[config.mk]
export PLATFORM = sky130hd
export DESIGN_NAME = sa_seq_ctrl_flat
export DESIGN_NICKNAME = d
export VERILOG_FILES = /design/src/rtl/sa_seq_ctrl_pkg.sv /design/src/rtl/sa_seq_ctrl_if.sv /design/src/rtl/sa_seq_ctrl_skew.sv /design/src/rtl/sa_seq_ctrl.sv /design/src/flat_wrapper.sv
export SDC_FILE = /design/constraint.sdc
export NUM_CORES = 1
export LEC_CHECK = 0
export CORE_ASPECT_RATIO = 1.1
export CORE_MARGIN = 8
export CORE_UTILIZATION = 30
export DETAILED_ROUTE_END_ITERATION = 16
export SLEW_MARGIN = 10
export SYNTH_ARGS = -nofsm -noshare
export SYNTH_HDL_FRONTEND = slang
export SYNTH_SLANG_ARGS = --single-unit
[constraint.sdc]
create_clock -name clk -period 10 [get_ports clk]
set_input_delay 1 -clock clk [delete_from_list [all_inputs] [get_ports clk]]
set_output_delay 1 -clock clk [all_outputs]
set_load 0.02 [all_outputs]
[src/rtl/sa_seq_ctrl_pkg.sv]
// Shared types and sizing helpers for the systolic-array sequencer.
// Phase lengths are functions because they depend on per-instance parameters.
package sa_seq_ctrl_pkg;

  typedef enum logic [2:0] {
    ST_IDLE  = 3'd0,
    ST_CLEAR = 3'd1,
    ST_FEED  = 3'd2,
    ST_DRAIN = 3'd3,
    ST_READ  = 3'd4
  } state_e;

  // Never returns 0 so that a 1-wide index still gets a real bit.
  function automatic int clog2(input int value);
    return (value <= 2) ? 1 : $clog2(value);
  endfunction

  function automatic int feed_len(input int n);
    return 2 * n;
  endfunction

  function automatic int drain_len(input int n, input int xlat);
    return n + xlat;
  endfunction

  function automatic int phase_cnt_w(input int n, input int xlat);
    int longest;
    longest = (feed_len(n) > drain_len(n, xlat)) ? feed_len(n) : drain_len(n, xlat);
    return clog2(longest + 1);
  endfunction

endpackage

[src/rtl/sa_seq_ctrl_if.sv]
// Control, operand-buffer and result-handshake signals of the sequencer.
// master = sequencer side, slave = host / buffer / consumer side.
interface sa_seq_ctrl_if
  import sa_seq_ctrl_pkg::*;
#(
  parameter int N  = 4,
  parameter int DW = 16
);
  localparam int KW = clog2(N);

  logic              start;
  logic              busy;
  logic              done;
  logic              rd_en;
  logic [KW-1:0]     rd_k;
  logic [N*DW-1:0]   a_col;
  logic [N*DW-1:0]   b_row;
  logic [KW-1:0]     res_row;
  logic              res_valid;
  logic              res_ready;

  modport master (
    input  start, a_col, b_row, res_ready,
    output busy, done, rd_en, rd_k, res_row, res_valid
  );

  modport slave (
    output start, a_col, b_row, res_ready,
    input  busy, done, rd_en, rd_k, res_row, res_valid
  );

endinterface

[src/rtl/sa_seq_ctrl_skew.sv]
// Reset-to-zero register delay line; DEPTH registers between d_i and q_o.
module sa_skew_line
  import sa_seq_ctrl_pkg::*;
#(
  parameter int DW    = 16,
  parameter int DEPTH = 1
) (
  input  logic          clk,
  input  logic          reset,
  input  logic [DW-1:0] d_i,
  output logic [DW-1:0] q_o
);

  logic [DEPTH-1:0][DW-1:0] stage_q;

  if (DEPTH == 1) begin : g_single
    always_ff @(posedge clk or posedge reset) begin
      if (reset) begin
        stage_q <= '0;
      end else begin
        stage_q[0] <= d_i;
      end
    end
  end else begin : g_chain
    always_ff @(posedge clk or posedge reset) begin
      if (reset) begin
        stage_q <= '0;
      end else begin
        stage_q <= {stage_q[DEPTH-2:0], d_i};
      end
    end
  end

  assign q_o = stage_q[DEPTH-1];

endmodule

[src/rtl/sa_seq_ctrl.sv]
// Sequencer for an N x N output-stationary systolic array: clear, skewed
// operand feed, drain, then result rows handed out over valid/ready.
module sa_seq_ctrl
  import sa_seq_ctrl_pkg::*;
#(
  parameter int N    = 4,
  parameter int DW   = 16,
  parameter int XLAT = 0
) (
  input  logic            clk,
  input  logic            reset,
  sa_seq_ctrl_if.master   bus,
  output logic [N*DW-1:0] west_o,
  output logic [N*DW-1:0] north_o,
  output logic            arr_clr
);

  localparam int KW        = clog2(N);
  localparam int FEED_LEN  = feed_len(N);
  localparam int DRAIN_LEN = drain_len(N, XLAT);
  localparam int CW        = phase_cnt_w(N, XLAT);

  localparam logic [CW-1:0] FEED_LAST  = CW'(FEED_LEN - 1);
  localparam logic [CW-1:0] DRAIN_LAST = CW'(DRAIN_LEN - 1);
  localparam logic [CW-1:0] K_COUNT    = CW'(N);
  localparam logic [KW-1:0] ROW_LAST   = KW'(N - 1);

  state_e        state_q, state_d;
  logic [CW-1:0] t_q, t_d;
  logic [KW-1:0] res_row_q, res_row_d;
  logic          done_q, done_d;
  logic          feed_en;

  always_ff @(posedge clk or posedge reset) begin
    if (reset) begin
      state_q   <= ST_IDLE;
      t_q       <= '0;
      res_row_q <= '0;
      done_q    <= 1'b0;
    end else begin
      state_q   <= state_d;
      t_q       <= t_d;
      res_row_q <= res_row_d;
      done_q    <= done_d;
    end
  end

  always_comb begin
    state_d   = state_q;
    t_d       = t_q;
    res_row_d = res_row_q;
    done_d    = 1'b0;
    unique case (state_q)
      ST_IDLE: begin
        if (bus.start) begin
          state_d = ST_CLEAR;
        end
      end
      ST_CLEAR: begin
        state_d = ST_FEED;
        t_d     = '0;
      end
      ST_FEED: begin
        if (t_q == FEED_LAST) begin
          state_d = ST_DRAIN;
          t_d     = '0;
        end else begin
          t_d = t_q + 1'b1;
        end
      end
      ST_DRAIN: begin
        if (t_q == DRAIN_LAST) begin
          state_d   = ST_READ;
          t_d       = '0;
          res_row_d = '0;
        end else begin
          t_d = t_q + 1'b1;
        end
      end
      ST_READ: begin
        if (bus.res_ready) begin
          if (res_row_q == ROW_LAST) begin
            state_d   = ST_IDLE;
            res_row_d = '0;
            done_d    = 1'b1;
          end else begin
            res_row_d = res_row_q + 1'b1;
          end
        end
      end
      default: begin
        state_d = ST_IDLE;
      end
    endcase
  end

  // Operands are only read in the first half of FEED; the second half lets
  // the longest skew line empty onto the edge.
  assign feed_en = (state_q == ST_FEED) && (t_q < K_COUNT);

  assign bus.busy      = (state_q != ST_IDLE);
  assign bus.done      = done_q;
  assign bus.rd_en     = feed_en;
  assign bus.rd_k      = feed_en ? t_q[KW-1:0] : '0;
  assign bus.res_row   = res_row_q;
  assign bus.res_valid = (state_q == ST_READ);
  assign arr_clr       = (state_q == ST_CLEAR);

  // Lane gi gets gi+1 registers so the wavefront enters the grid diagonally.
  genvar gi;
  for (gi = 0; gi < N; gi++) begin : g_lane
    logic [DW-1:0] a_in;
    logic [DW-1:0] b_in;

    assign a_in = feed_en ? bus.a_col[gi*DW +: DW] : '0;
    assign b_in = feed_en ? bus.b_row[gi*DW +: DW] : '0;

    sa_skew_line #(
      .DW    (DW),
      .DEPTH (gi + 1)
    ) u_west (
      .clk   (clk),
      .reset (reset),
      .d_i   (a_in),
      .q_o   (west_o[gi*DW +: DW])
    );

    sa_skew_line #(
      .DW    (DW),
      .DEPTH (gi + 1)
    ) u_north (
      .clk   (clk),
      .reset (reset),
      .d_i   (b_in),
      .q_o   (north_o[gi*DW +: DW])
    );
  end

endmodule
[src/flat_wrapper.sv]
// flat-port wrapper written by rule: the top's interface ports become plain ports
module sa_seq_ctrl_flat import sa_seq_ctrl_pkg::*;
#(
  parameter int N    = 4,
  parameter int DW   = 16,
  parameter int XLAT = 0
)
  (clk, reset, west_o, north_o, arr_clr, bus_start, bus_a_col, bus_b_row, bus_res_ready, bus_busy, bus_done, bus_rd_en, bus_rd_k, bus_res_row, bus_res_valid);
  sa_seq_ctrl_if #(.N(N), .DW(DW)) bus_i ();
  input  logic clk;
  input  logic reset;
  output logic [N*DW-1:0] west_o;
  output logic [N*DW-1:0] north_o;
  output logic arr_clr;
  input wire logic [$bits(bus_i.start)-1:0] bus_start;
  input wire logic [$bits(bus_i.a_col)-1:0] bus_a_col;
  input wire logic [$bits(bus_i.b_row)-1:0] bus_b_row;
  input wire logic [$bits(bus_i.res_ready)-1:0] bus_res_ready;
  output wire logic [$bits(bus_i.busy)-1:0] bus_busy;
  output wire logic [$bits(bus_i.done)-1:0] bus_done;
  output wire logic [$bits(bus_i.rd_en)-1:0] bus_rd_en;
  output wire logic [$bits(bus_i.rd_k)-1:0] bus_rd_k;
  output wire logic [$bits(bus_i.res_row)-1:0] bus_res_row;
  output wire logic [$bits(bus_i.res_valid)-1:0] bus_res_valid;
  assign bus_i.start = bus_start;
  assign bus_i.a_col = bus_a_col;
  assign bus_i.b_row = bus_b_row;
  assign bus_i.res_ready = bus_res_ready;
  assign bus_busy = bus_i.busy;
  assign bus_done = bus_i.done;
  assign bus_rd_en = bus_i.rd_en;
  assign bus_rd_k = bus_i.rd_k;
  assign bus_res_row = bus_i.res_row;
  assign bus_res_valid = bus_i.res_valid;
  sa_seq_ctrl #(.N(N), .DW(DW), .XLAT(XLAT)) u_core (.clk(clk), .reset(reset), .bus(bus_i), .west_o(west_o), .north_o(north_o), .arr_clr(arr_clr));
endmodule
==> out/qor.txt <==
Status: finished clean
TritonCTS clock tree: yes
Diodes inserted: 0
RSZ-0062 raised after global routing: false
Final worst slack: 6.58 ns
Final number of hold-violating endpoints: 0
Syn Area/Cell: 16.5 µm²
Starting Density: 30.5%
CTS clk-pin slew, worst paths: 0.06 ns
Leakage power: 6.50 nW
I/O pins: 269
Fin area: 0.0139 mm²
Final TNS setup: 0 ns
Worst setup SP type: flop
Core Area: 0.0334 mm²
Initial antenna violation count: 2
Pre-CTS setup slack: 6.77 ns
Arrival @ worst endpoint: 2.42 ns
GRT Resource Usage Total: 10.0%
Syn nets: 752
Starting DRT DRC Count: 107
Post-DP HPWL: 13,800 µm
Cell accounting for the most synthesized area: dfrtp_1
Final Hold Slack: 0.334 ns
Num CTS Buffers: 35
# clock sinks: 330
Post-synthesis register bit count: 330
Max H-tree Level: 2
Peak supply drop: 0.145 mV
Synth cell types: 31
Root buf cell: clkbuf_16
Cell count after placement: 1,210
Main area contributors after synthesis: dfrtp_1 81%, and2_1 8.1%, buf_4 7.2%, clkbuf_2 0.44%, clkbuf_1 0.26%
Area grow syn2layout: 36.2%
Hold Crit Class: reg2reg
Total of max-cap violations: 0
FF-to-FF Start: u_core.state_q[1]
Bufs on Longest Clock Path: 3
Non-Filler Instances: 1,272
Wire length of the first global-routing pass: 30,800 µm
# Post-CTS Setup Buffers: 0
Fin Clk Skew: 0.0135 ns
Drt total wl: 19,900 µm
Pwr/cell area: 312 mW/mm²
CP Data Required Time: 9.00 ns
Synth top area share: 81.2%
Seq/Total Area, Yosys: 81.2%
Placed Area: 0.0127 mm²
Pin count of the biggest net entering global routing: 194
Via count: 4,804
TritonRoute pass-1 iters: 4
Die Ht: 209 µm
Final Max Slew Viols: 0
Gr ovfl total: 0
Fill cells: 3,022
Resized Gates After CTS: 0
Die area: 0.0401 mm²
Vias in the first global route: 5,275
I/O Buffers: 268
Wire per inst: 15.7 µm
Final setup violation count: 0
Critical Path Slowest Stage Cell: clkdlybuf4s50_1
Commonest non-fill, non-tap cell in the layout: dfrtp_1
Die X: 192 µm
Setup crit end kind: primary output
Vias per cell: 3.78
Tmin final: 3.42 ns
Cells after synthesis: 618
DRT antenna net count: 0
GPL Wtd Cong: 0.708
CP startpoint: u_core.state_q[1]
Rel. slew slack: 30.9%
DRC: 0
Hold Crit Start: u_core.g_lane[3].u_north.stage_q[9]
Crit-path max FO: 15
Yosys warning count: 0
Clk_lat worst skew: 0.52 ns
Critical path's largest stage delay: 0.61 ns
CP cell instances: inv_2, nor4b_4, and2_1, clkdlybuf4s50_1
Layout cells sized above 1: 7.62%
Period utilization: 34.2%
Rows: 70
Most frequent cells in the layout: 330 x dfrtp_1, 268 x clkdlybuf4s50_1, 131 x and2_1
Hold_buf cts: 0
Highest clock rate: 293 MHz
Least-Margin Pin Slew: 1.04 ns
Synthesized cell area: 0.0102 mm²
WS Path Type: reg2out
Fin nets: 949
## kinds of logic (layout without fill, tap and decap cells)
family                   after synthesis  after routing  share of synthesized area (%)
flip-flops                           330            330                           81.2
AND/OR/NAND/NOR                      156            156                           9.65
buffers and inverters                116            338                           7.97
AO/OA/AOI/OAI                         13             13                          0.886
adder cells (fa/ha/maj)                2              2                          0.246
XOR/XNOR                               1              1                         0.0861
## where the power goes
part / switching, mW / total (mW) / internal (mW)
clock network: 0.499 / 1.32 / 0.818
registers: 0.144 / 1.96 / 1.81
logic: 0.555 / 1.06 / 0.501
## Yosys cell counts
library cell / instances
or3_1: 2
nor2_1: 3
nor3b_1: 1
clkbuf_1: 7
a22o_1: 1
clkbuf_2: 9
nand4bb_1: 1
o21ai_0: 3
a22oi_1: 1
nor4b_4: 1
xnor2_1: 1
a21o_1: 1
buf_4: 97
a2bb2oi_1: 1
and2_1: 131
a31oi_1: 2
nand2b_1: 1
ha_1: 2
inv_2: 1
o22ai_1: 1
o41ai_1: 1
nand4b_1: 2
nor2b_1: 3
dfrtp_1: 330
o21bai_1: 1
nand2_1: 6
o211ai_1: 1
and4_1: 1
nand3_1: 2
and3_1: 2
inv_1: 2
## stage by stage
stage / utilization, % / total power, mW
global route: 41.5 / 4.57
CTS: 41.5 / 4.43
finish: 41.5 / 4.33
floorplan: - / 2.67
global placement: 37.9 / 3.04
detailed placement: 37.9 / 3.08
## cell type report
class | instances | area [µm²] | area share [%]
Timing Repair Buffer | 273 | 2730 | 19.7
Inverter | 3 | 15.0 | 0.108
Tap cell | 432 | 541 | 3.90
Clock inverter | 13 | 188 | 1.35
Sequential cell | 330 | 8260 | 59.6
Multi-Input combinational cell | 172 | 1110 | 7.98
Clock buffer | 49 | 1020 | 7.36
## metal layers
metal,global-route usage (%),vias up,share of wire (%)
met5,0,-,0.12
met4,4.62,4,3.0
met3,3.68,38,8.0
met2,16.8,157,52
met1,11.1,2396,37
li1,-,2209,-
## registers in the layout, indices dropped and copies added, names as in the netlist
signal and count:
u_core.g_lane.u_north.stage_q 96, u_core.g_lane.u_west.stage_q 96, u_core.g_lane.u_north.q_o 64, u_core.g_lane.u_west.q_o 64
u_core.t_q 4, u_core.state_q 3, u_core.bus.res_row 2, u_core.bus.done 1
## final timing paths
path / endpoint / cells after the start / slack, ns
setup / recovery: bus_rd_k[1] / 4 / 6.58
min in group asynchronous: u_core.g_lane[3].u_north.stage_q[40] / 3 / 1.09
hold / removal: u_core.g_lane[3].u_north.stage_q[25] / 0 / 0.33
setup reg to reg: u_core.g_lane[2].u_north.stage_q[7] / 5 / 7.49
max in group asynchronous: u_core.g_lane[1].u_west.q_o[5] / 4 / 7.44
hold reg to reg: u_core.g_lane[3].u_north.stage_q[25] / 0 / 0.33
## critical path, delay by kind of cell (launching register included)
| family | cells | cell delay, ns |
|---|---|---|
| DFF | 1 | 0.59 |
| and+or+nand+nor | 2 | 0.60 |
| buffers and inverters | 2 | 0.72 |
No activity file was read; power rests on OpenSTA's default activity.
